===== src/rtl/busy_walk_ctrl_pkg.sv =====
// ============================================================================
// busy_walk_ctrl_pkg
// Shared sizes, FSM encoding and helpers for the busy-table recovery walk.
// Revision: 1.0
// ============================================================================
`default_nettype none

package busy_walk_ctrl_pkg;

  localparam int ROB_DEPTH      = 64;
  localparam int ROB_IDX_W      = 6;
  localparam int INSTR_ID_WIDTH = 7;
  localparam int PREG_W         = 6;
  localparam int REM_W          = ROB_IDX_W + 1;

  localparam logic [1:0] ST_IDLE     = 2'd0;
  localparam logic [1:0] ST_ROLLBACK = 2'd1;
  localparam logic [1:0] ST_WALK     = 2'd2;
  localparam logic [1:0] ST_DRAIN    = 2'd3;

  // Two reads per cycle while at least two entries remain, otherwise one.
  function automatic logic [REM_W-1:0] issue_count(input logic [REM_W-1:0] rem);
    return (rem >= REM_W'(2)) ? REM_W'(2) : REM_W'(1);
  endfunction

endpackage

`default_nettype wire


===== src/rtl/busy_walk_ctrl_age_cmp.sv =====
// ============================================================================
// rob_age_cmp
// Wrap-aware ROB age: distance of an instruction id from the ROB head.
// Revision: 1.0
// ============================================================================
`default_nettype none

module rob_age_cmp #(
  parameter int ID_W = 7
) (
  input  logic [ID_W-1:0] id,
  input  logic [ID_W-1:0] head,
  output logic [ID_W-1:0] age
);

  // Modular subtraction at full id width absorbs the wrap bit.
  assign age = id - head;

endmodule

`default_nettype wire


===== src/rtl/busy_walk_ctrl.sv =====
// ============================================================================
// busy_walk_ctrl
// Flush recovery sequencer: rollback the busy table, then re-mark survivors.
// Revision: 1.0
// ============================================================================
`default_nettype none

module busy_walk_ctrl
  import busy_walk_ctrl_pkg::*;
(
  input  logic                      clk,
  input  logic                      reset,
  input  logic                      flush_valid,
  input  logic [INSTR_ID_WIDTH-1:0] flush_id,
  input  logic [INSTR_ID_WIDTH-1:0] rob_head_id,
  output logic                      rob_rd_en0,
  output logic                      rob_rd_en1,
  output logic [ROB_IDX_W-1:0]      rob_rd_addr0,
  output logic [ROB_IDX_W-1:0]      rob_rd_addr1,
  input  logic                      rob_rd_valid0,
  input  logic                      rob_rd_valid1,
  input  logic                      rob_rd_need_wb0,
  input  logic                      rob_rd_need_wb1,
  input  logic [PREG_W-1:0]         rob_rd_prd0,
  input  logic [PREG_W-1:0]         rob_rd_prd1,
  input  logic                      rob_rd_complete0,
  input  logic                      rob_rd_complete1,
  output logic                      is_idle,
  output logic                      is_rollingback,
  output logic                      is_walking,
  output logic                      walking_valid0,
  output logic                      walking_valid1,
  output logic [PREG_W-1:0]         walking_prd0,
  output logic [PREG_W-1:0]         walking_prd1,
  output logic                      walking_complete0,
  output logic                      walking_complete1,
  output logic                      walk_done,
  output logic                      stall_dispatch
);

  logic [1:0]                r_state;
  logic [1:0]                w_state_nxt;
  logic [INSTR_ID_WIDTH-1:0] r_walk_ptr;
  logic [INSTR_ID_WIDTH-1:0] r_end_id;
  logic [REM_W-1:0]          r_remaining;
  logic                      r_en0_q;
  logic                      r_en1_q;
  logic                      r_walk_done;

  logic [INSTR_ID_WIDTH-1:0] w_new_age;
  logic [INSTR_ID_WIDTH-1:0] w_end_age;
  logic                      w_flush_take;
  logic [REM_W-1:0]          w_issue;
  logic [REM_W-1:0]          w_rem_after;

  rob_age_cmp #(.ID_W(INSTR_ID_WIDTH)) u_age_new (
    .id   (flush_id),
    .head (rob_head_id),
    .age  (w_new_age)
  );

  rob_age_cmp #(.ID_W(INSTR_ID_WIDTH)) u_age_end (
    .id   (r_end_id),
    .head (rob_head_id),
    .age  (w_end_age)
  );

  // A flush while recovering only matters if it cuts the walk shorter;
  // at DRAIN the walk is finished, so any flush starts a fresh recovery.
  always_comb begin
    w_flush_take = 1'b0;
    case (r_state)
      ST_IDLE,
      ST_DRAIN:    w_flush_take = flush_valid;
      ST_ROLLBACK,
      ST_WALK:     w_flush_take = flush_valid && (w_new_age < w_end_age);
      default:     w_flush_take = 1'b0;
    endcase
  end

  assign w_issue     = issue_count(r_remaining);
  assign w_rem_after = r_remaining - w_issue;

  always_comb begin
    w_state_nxt = r_state;
    if (w_flush_take) begin
      w_state_nxt = ST_ROLLBACK;
    end else begin
      case (r_state)
        ST_IDLE:     w_state_nxt = ST_IDLE;
        ST_ROLLBACK: w_state_nxt = ST_WALK;
        ST_WALK:     w_state_nxt = (w_rem_after == '0) ? ST_DRAIN : ST_WALK;
        ST_DRAIN:    w_state_nxt = ST_IDLE;
        default:     w_state_nxt = ST_IDLE;
      endcase
    end
  end

  always_ff @(posedge clk or posedge reset) begin
    if (reset) begin
      r_state     <= ST_IDLE;
      r_walk_ptr  <= '0;
      r_end_id    <= '0;
      r_remaining <= '0;
      r_en0_q     <= 1'b0;
      r_en1_q     <= 1'b0;
      r_walk_done <= 1'b0;
    end else begin
      r_state     <= w_state_nxt;
      r_walk_done <= (r_state == ST_DRAIN) && !w_flush_take;
      // Reads issued in the same cycle as an accepted flush are discarded.
      r_en0_q     <= rob_rd_en0 && !w_flush_take;
      r_en1_q     <= rob_rd_en1 && !w_flush_take;
      if (w_flush_take) begin
        r_walk_ptr  <= rob_head_id;
        r_end_id    <= flush_id;
        r_remaining <= w_new_age + REM_W'(1);
      end else if (r_state == ST_WALK) begin
        r_walk_ptr  <= r_walk_ptr + INSTR_ID_WIDTH'(w_issue);
        r_remaining <= w_rem_after;
      end
    end
  end

  assign rob_rd_en0   = (r_state == ST_WALK);
  assign rob_rd_en1   = (r_state == ST_WALK) && (r_remaining >= REM_W'(2));
  assign rob_rd_addr0 = rob_rd_en0 ? r_walk_ptr[ROB_IDX_W-1:0] : '0;
  assign rob_rd_addr1 = rob_rd_en1 ? (r_walk_ptr[ROB_IDX_W-1:0] + ROB_IDX_W'(1)) : '0;

  assign is_idle        = (r_state == ST_IDLE);
  assign is_rollingback = (r_state == ST_ROLLBACK);
  assign is_walking     = (r_state == ST_WALK) || (r_state == ST_DRAIN);
  assign stall_dispatch = ~is_idle;
  assign walk_done      = r_walk_done;

  assign walking_valid0    = r_en0_q & rob_rd_valid0 & rob_rd_need_wb0;
  assign walking_valid1    = r_en1_q & rob_rd_valid1 & rob_rd_need_wb1;
  assign walking_prd0      = r_en0_q ? rob_rd_prd0 : '0;
  assign walking_prd1      = r_en1_q ? rob_rd_prd1 : '0;
  assign walking_complete0 = r_en0_q & rob_rd_complete0;
  assign walking_complete1 = r_en1_q & rob_rd_complete1;

endmodule

`default_nettype wire


===== config.mk =====
export PLATFORM = sky130hd
export DESIGN_NAME = busy_walk_ctrl
export DESIGN_NICKNAME = d
export VERILOG_FILES = /design/src/rtl/busy_walk_ctrl_pkg.sv /design/src/rtl/busy_walk_ctrl_age_cmp.sv /design/src/rtl/busy_walk_ctrl.sv
export SDC_FILE = /design/constraint.sdc
export NUM_CORES = 1
export LEC_CHECK = 0
export BUFFER_PORTS_ARGS = -buffer_cell sky130_fd_sc_hd__buf_4
export CORE_ASPECT_RATIO = 0.75
export CORE_MARGIN = 1
export CORE_UTILIZATION = 50
export CTS_CLUSTER_SIZE = 25
export DETAILED_ROUTE_END_ITERATION = 10
export GPL_TIMING_DRIVEN = 1
export HOLD_SLACK_MARGIN = 0.03
export PLACE_DENSITY = 0.78
export SLEW_MARGIN = 20
export SYNTH_ARGS = -nofsm -noshare
export SYNTH_HDL_FRONTEND = slang
export SYNTH_SLANG_ARGS = --single-unit

===== constraint.sdc =====
create_clock -name clk -period 6.9 [get_ports clk]
set_input_delay 0.345 -clock clk [delete_from_list [all_inputs] [get_ports clk]]
set_output_delay 0.345 -clock clk [all_outputs]
set_load 0.05 [all_outputs]

==> results.sh, run 1 <==
export IMPL_drive_above_1_share_pct=25.9
export IMPL_finalSetupTns_ns=0
export IMPL_timing_final_crit_share_pct=53.4
export IMPL_core_area_sq_um=4200
export IMPL_cp_max_fo=38
export IMPL_slowest_delay_ns=0.40
export IMPL_power_per_cell_area_nw_per_um2=435
export IMPL_drv_cap=0
export IMPL_dp_hpwl_mm=3.94
export IMPL_clock_sinks=25
export IMPL_synth_top_area_share_pct=27.4
export IMPL_syn_nets=319
export IMPL_synth_flop_cell="dfrtp_1"
export IMPL_final_hold_viol_count=0
export IMPL_nets=388
export IMPL_cts_tree="done"
export IMPL_io_pins=70
export IMPL_required_ns=7.07
export IMPL_post_cts_resized=0
export IMPL_portBuffers=69
export IMPL_die_x_um=80.0
export IMPL_grt_pass1_vias=1796
export IMPL_cts_setup_buffers=0
export IMPL_syn2layout_area_growth_pct=26.0
export IMPL_synth_edf_count=0
export IMPL_ctsHoldBuffers=0
export IMPL_placed_area_sq_um=2830
export IMPL_cp_cell_sequence="inv_1, ha_1, inv_1, fa_1, a21o_1, a21oi_1, o21bai_1, a21oi_1, xnor2_1, ha_1, and3_1, a221o_1, nand2_1, and3_1, buf_4, mux2_1"
export IMPL_seq_area_frac_synth_pct=27.4
export IMPL_grt_usage_pct=22.3
export IMPL_post_route_util_pct=68.4
export IMPL_final_common_cell="buf_4"
export IMPL_die_area_sq_um=4840
export IMPL_diodes=0
export IMPL_setup_viol=0
export IMPL_worst_setup_path_start_kind="flip-flop"
export IMPL_rsz0062_at_grt="no"
export IMPL_grt_pass1_wl_mm=8.26
export IMPL_htreeDepth=1
export IMPL_status="finished clean"
export IMPL_placementRows=20
export IMPL_skew_ns=0.00428
export IMPL_vias=1903
export IMPL_clockRootBuffer="clkbuf_8"
export IMPL_rr_worst_depth=16
export IMPL_multi_input_area_sq_um=1520
export IMPL_totalPowerFinal_mw=1.25
export IMPL_leakage_nw=1.46
export IMPL_mostFrequentLayoutCells="buf_4 (70), ha_1 (28), dfrtp_1 (25), inv_1 (23), and2_1 (20)"
export IMPL_avgSynthCellArea_sq_um=9.05
export IMPL_initial_utilization_pct=54.3
export IMPL_wl_per_cell_um=13.3
export IMPL_die_h_um=60.5
export IMPL_synth_cells=252
export IMPL_period_minus_slack_ns=3.68
export IMPL_timing_fmax_mhz=271
export IMPL_fillers=345
export IMPL_r2r_setup_slack_ns=3.22
export IMPL_synth_seq_cells=25
export IMPL_ir_drop_mv=0.398
export IMPL_fin_cells=375
export IMPL_synth_area_leader_cell="dfrtp_1"
export IMPL_r2r_start="r_end_id[0]"
export IMPL_grt_max_degree=39
export IMPL_dr_pass1_iters=4
export IMPL_routabilityCongestion=0.832
export IMPL_syn_cell_area_sq_um=2280
export IMPL_min_path_type="in2async"
export IMPL_clk_pin_slew_worst_paths_ns=0.09
export IMPL_cp_arrival_ns=3.85
export IMPL_final_cell_area_sq_um=2870
export IMPL_async_reset_ff_share_pct=100
export IMPL_finalMaxSlewViolations=0
export IMPL_cp_end_kind="flip-flop"
export IMPL_vias_per_cell=5.07
export IMPL_dp_cells=371
export IMPL_synth_area_leaders="dfrtp_1 (27%), ha_1 (15%), xnor2_1 (5.8%)"
export IMPL_slew_headroom_pct=36.6
export IMPL_drt_wl_total_mm=4.98
export IMPL_clk_latency_ns=0.28
export IMPL_cts_buffer_depth=2
export IMPL_drtAntennaViolNets=0
export IMPL_drt_iter0_drc=114
export IMPL_drc_errors=0
export IMPL_ys_warn_count=0
export IMPL_seqCellArea_sq_um=626
export IMPL_critical_path_class="reg2reg"
export IMPL_crit_family="compound AO/OA/AOI/OAI gates"
export IMPL_worst_pin_slew_ns=0.946
export IMPL_grt_overflow=0
export IMPL_yosysUniqueCellTypes=43
export IMPL_slowest_stage="fa_1"
export IMPL_cp_num_buf_inv=3
export IMPL_cts_buffers=3
export IMPL_antenna_found_initial=0
export IMPL_r2r_end="r_end_id[4]"
-- area by class of cell --
class / count / share of cell area [%]
Multi-Input combinational cell: 197 / 52.8
Clock inverter: 1 / 0.174
Inverter: 24 / 3.13
Timing Repair Buffer: 70 / 18.3
Clock buffer: 3 / 1.44
Tap cell: 55 / 2.39
Sequential cell: 25 / 21.8
-- worst max-delay path by stage --
| stage | startpoint | end | slack (ns) | cells past startpoint |
|---|---|---|---|---|
| global placement | flush_id[0] | r_end_id[2] | 3.25 | 16 |
| global route | r_end_id[0] | r_end_id[4] | 2.92 | 16 |
| detailed placement | flush_id[0] | r_end_id[4] | 3.13 | 16 |
| finish | r_end_id[0] | r_end_id[4] | 3.22 | 16 |
| floorplan | r_end_id[0] | r_end_id[1] | 3.65 | 16 |
| CTS | r_end_id[0] | r_end_id[4] | 3.22 | 16 |
-- cells by family after synthesis --
family	count (synthesis)	synth area share, %
adder cells (fa/ha/maj)	32	18.9
buffers and inverters	30	6.03
multiplexers	9	4.28
flip-flops	25	27.4
XOR/XNOR	31	12.6
AO/OA/AOI/OAI	39	11.1
AND/OR/NAND/NOR	86	19.7
-- metal layers --
metal / up-vias / track usage (%) / wire, um
li1: 979 / - / -
met4: 0 / 2.55 / 32
met5: - / 0 / 0
met2: 52 / 37.4 / 2230
met3: 4 / 4.21 / 280
met1: 868 / 31.3 / 2430
-- state kept, by name, summed over array words and instances (netlist names) --
| name | count |
|---|---|
| r_end_id | 7 |
| r_en0_q | 1 |
| walk_done | 1 |
| r_walk_ptr | 6 |
| r_en1_q | 1 |
| r_remaining | 7 |
| r_state | 2 |
-- where the power goes --
group / internal (mW) / switching [mW]
registers: 0.219 / 0.0762
logic: 0.342 / 0.522
clock network: 0.0406 / 0.0511
-- worst register-to-register path: stages, from the launching register on --
cell	delay (ns)
dfrtp_1	0.37
inv_1	0.07
ha_1	0.14
inv_1	0.06
fa_1	0.40
a21o_1	0.19
a21oi_1	0.22
o21bai_1	0.08
a21oi_1	0.18
xnor2_1	0.14
ha_1	0.26
and3_1	0.20
a221o_1	0.34
nand2_1	0.06
and3_1	0.15
buf_4	0.37
mux2_1	0.37
-- metrics by stage --
step | worst slack [ns] | hold slack, ns
2_1_floorplan | 3.65 | 0.372
3_5_place_dp | 3.13 | 0.482
6_report | 3.22 | 0.156
5_1_grt | 2.92 | 0.213
4_1_cts | 3.22 | 0.296
3_3_place_gp | 3.25 | 0.475
-- Yosys cell counts (5+ instances only) --
master / count
a21o_1: 6
xor2_1: 14
and3_1: 5
o21ai_1: 7
inv_1: 24
dfrtp_1: 25
a21oi_1: 12
nand2_1: 18
nor2_1: 18
ha_1: 28
nor2b_1: 5
xnor2_1: 15
and2_1: 20
mux2_1: 6
Power figures use the tool's default switching activity.
==> inputs of run 2 (changes only) <==
- ABC_AREA: default -> 1
- CORE_UTILIZATION: 50 -> 48
- PLACE_DENSITY: 0.78 -> 0.77
- clock period: 6.9 -> 3.2 ns (I/O delays scaled with it)
==> run 2 against run 1 <==
Net effect:
- the run now ends with hold timing left
- critical path type unchanged
- count of clock-buffer cells in the layout stayed put
- critical endpoint is now r_remaining[6]
- critical path depth is 5 higher
- synthesized area is 11% higher
- utilization is 4.3 points lower
==> results.sh, run 2 <==
export IMPL_status="finished with violations"
export IMPL_failed_checks="hold timing"
export IMPL_syn2layout_area_growth_pct=25.7
export IMPL_r2r_end="r_remaining[6]"
export IMPL_mostFrequentLayoutCells="nand2_1 (111), buf_4 (76), inv_1 (71), nand3_1 (41), ha_1 (28)"
export IMPL_diodes=0
export IMPL_wl_met1_mm=3.04
export IMPL_core_area_sq_um=4980
export IMPL_critical_path_class="reg2reg"
export IMPL_yosysUniqueCellTypes=28
export IMPL_syn_cell_area_sq_um=2540
export IMPL_clk_latency_ns=0.28
export IMPL_slowest_delay_ns=0.39
export IMPL_period_minus_slack_ns=3.01
export IMPL_die_h_um=65.0
export IMPL_die_area_sq_um=5590
export IMPL_top_regs="r_end_id: 7 flops, r_remaining: 7 flops, r_walk_ptr: 6 flops"
export IMPL_vias=2631
export IMPL_required_ns=3.38
export IMPL_hold_slack_ns=-0.0317
export IMPL_initial_utilization_pct=51.0
export IMPL_final_common_cell="nand2_1"
export IMPL_clock_sinks=25
export IMPL_cp_end_kind="flip-flop"
export IMPL_r2r_setup_slack_ns=0.19
export IMPL_skew_ns=0.00400
export IMPL_synth_seq_cells=25
export IMPL_worst_slack_ns=0.189
export IMPL_timing_final_crit_share_pct=94.1
export IMPL_cts_tree="done"
export IMPL_grt_pass1_vias=2297
export IMPL_final_hold_viol_count=25
export IMPL_drv_cap=0
export IMPL_rsz0062_at_grt="no"
export IMPL_setup_viol=0
export IMPL_slew_headroom_pct=38.5
export IMPL_drt_iter0_drc=213
export IMPL_worst_pin_slew_ns=0.917
export IMPL_dr_pass1_iters=5
export IMPL_cts_buffers=3
export IMPL_grt_pass1_wl_mm=10.6
export IMPL_routed_top_layer="met4"
export IMPL_syn_nets=448
export IMPL_synth_edf_count=0
export IMPL_r2r_start="r_end_id[0]"
export IMPL_synth_flop_cell="dfrtp_1"
export IMPL_synth_area_leader_cell="dfrtp_1"
export IMPL_nets=519
export IMPL_portBuffers=69
export IMPL_finalMaxSlewViolations=0
export IMPL_synth_most_common_cell="nand2_1"
export IMPL_io_pins=70
export IMPL_ys_warn_count=0
export IMPL_power_per_cell_area_nw_per_um2=943
export IMPL_wl_met3_um=594
export IMPL_placementRows=22
export IMPL_cp_cell_sequence="inv_1, ha_1, inv_1, fa_2, nand3_1, nand3_2, a21o_1, a21oi_1, xor2_1, ha_1, nand2_1, inv_1, a21oi_1, nand2_1, nand2_1, nand2_4, buf_4, nand3_1, nand2_1, inv_1, nand2_1"
export IMPL_routabilityCongestion=0.911
export IMPL_clockRootBuffer="clkbuf_8"
export IMPL_slowest_stage="dfrtp_1"
export IMPL_avgSynthCellArea_sq_um=6.66
export IMPL_grt_max_degree=26
export IMPL_drive_above_1_share_pct=21.3
export IMPL_synth_area_leaders="dfrtp_1 (25%), nand2_1 (16%), ha_1 (14%)"
export IMPL_die_x_um=86.0
export IMPL_leakage_nw=1.97
export IMPL_cp_arrival_ns=3.19
export IMPL_cts_buffer_depth=2
export IMPL_rr_worst_depth=21
export IMPL_ir_drop_mv=0.432
export IMPL_min_path_type="in2async"
export IMPL_grt_overflow=0
export IMPL_drtAntennaViolNets=0
export IMPL_timing_fmax_mhz=332
export IMPL_htreeDepth=1
export IMPL_ctsHoldBuffers=0
export IMPL_worst_setup_path_start_kind="flip-flop"
export IMPL_cp_max_fo=10
export IMPL_crit_family="simple AND/OR/NAND/NOR gates"
export IMPL_dp_hpwl_mm=5.28
export IMPL_synth_cells=381
export IMPL_drc_errors=0
export IMPL_vias_per_cell=5.03
export IMPL_drt_wl_total_mm=6.66
export IMPL_grt_usage_pct=24.3
export IMPL_met2_length_mm=2.88
export IMPL_async_reset_ff_share_pct=100
export IMPL_antenna_found_initial=0
export IMPL_seq_area_frac_synth_pct=24.6
export IMPL_synth_top_area_share_pct=24.6
export IMPL_dp_slack_ns=-0.00583
export IMPL_wl_per_cell_um=12.7
export IMPL_clk_pin_slew_worst_paths_ns=0.09
export IMPL_cp_num_buf_inv=5
export IMPL_cpMostUsedCell="nand2_1"
export IMPL_synth_commonest_cells="nand2_1 (111), inv_1 (72), nand3_1 (42)"
==> run 2: kinds of logic (layout without fill, tap and decap cells) <==
logic type               after synthesis  after routing  share of synthesized area [%]
AND/OR/NAND/NOR                      202            202                           34.3
buffers and inverters                 86            156                           14.2
XOR/XNOR                              16             16                           5.52
flip-flops                            25             25                           24.6
AO/OA/AOI/OAI                         20             20                           4.34
adder cells (fa/ha/maj)               32             32                           17.0
==> run 2: layer usage <==
metal | GRT usage [%] | up-vias
met5 | 0 | -
met4 | 6.25 | 0
met3 | 5.61 | 14
met2 | 37.7 | 117
met1 | 34.2 | 1185
li1 | - | 1315
==> run 2: how the worst max path moves through the flow <==
stage | slack, ns | endpoint | startpoint | cells past startpoint
6_report | 0.19 | r_remaining[6] | r_end_id[0] | 21
5_1_grt | 0.003 | r_remaining[0] | r_end_id[0] | 19
4_1_cts | 0.005 | r_walk_ptr[1] | r_end_id[0] | 19
3_5_place_dp | -0.006 | r_remaining[3] | r_end_id[0] | 19
3_3_place_gp | 0.22 | r_walk_ptr[5] | r_end_id[0] | 18
2_1_floorplan | 0.43 | r_walk_ptr[1] | r_end_id[0] | 20
==> run 2: worst register-to-register path: cells and delay by family, from the launching register on <==
| kind | cells | cell delay [ns] |
|---|---|---|
| AOI/OAI and AO/OA | 3 | 0.44 |
| xor gates and xnor gates | 1 | 0.18 |
| adders and majority gates | 3 | 0.76 |
| buffers and inverters | 5 | 0.40 |
| DFF | 1 | 0.39 |
| and+or+nand+nor | 9 | 0.76 |
==> run 2: layout make-up <==
| type | count | area [sq um] |
|---|---|---|
| fillers | 473 | 1790 |
| multi-input cells | 270 | 1560 |
| flip-flops and latches | 25 | 626 |
| repair buffers | 77 | 582 |
| inverters | 75 | 284 |
| well taps | 72 | 90.1 |
| clock buffers | 3 | 41.3 |
| clock inverters | 1 | 5.00 |
==> run 2: per-stage QoR <==
stage / std cells / power [mW] / area (sq um) / TNS (ns) / utilization [%]
floorplan: 381 / 2.24 / 2540 / 0 / -
global placement: 514 / 2.63 / 3090 / 0 / 62.0
detailed placement: 514 / 2.70 / 3090 / -0.00583 / 62.0
CTS: 518 / 2.91 / 3140 / 0 / 63.0
global route: 523 / 3.27 / 3190 / 0 / 64.1
finish: 523 / 3.01 / 3190 / 0 / 64.1
==> run 2: power by group <==
group	internal (mW)	switching [mW]	total [mW]
Sequential	0.468	0.169	0.637
Clock	0.0874	0.105	0.193
Combinational	0.794	1.39	2.18
==> run 2: repair_timing <==
item,in CTS,in global routing
pin swaps,0,2
setup buffers,0,5
gates cloned,0,0
gates resized for setup,1,4
setup endpoints to repair,1,23
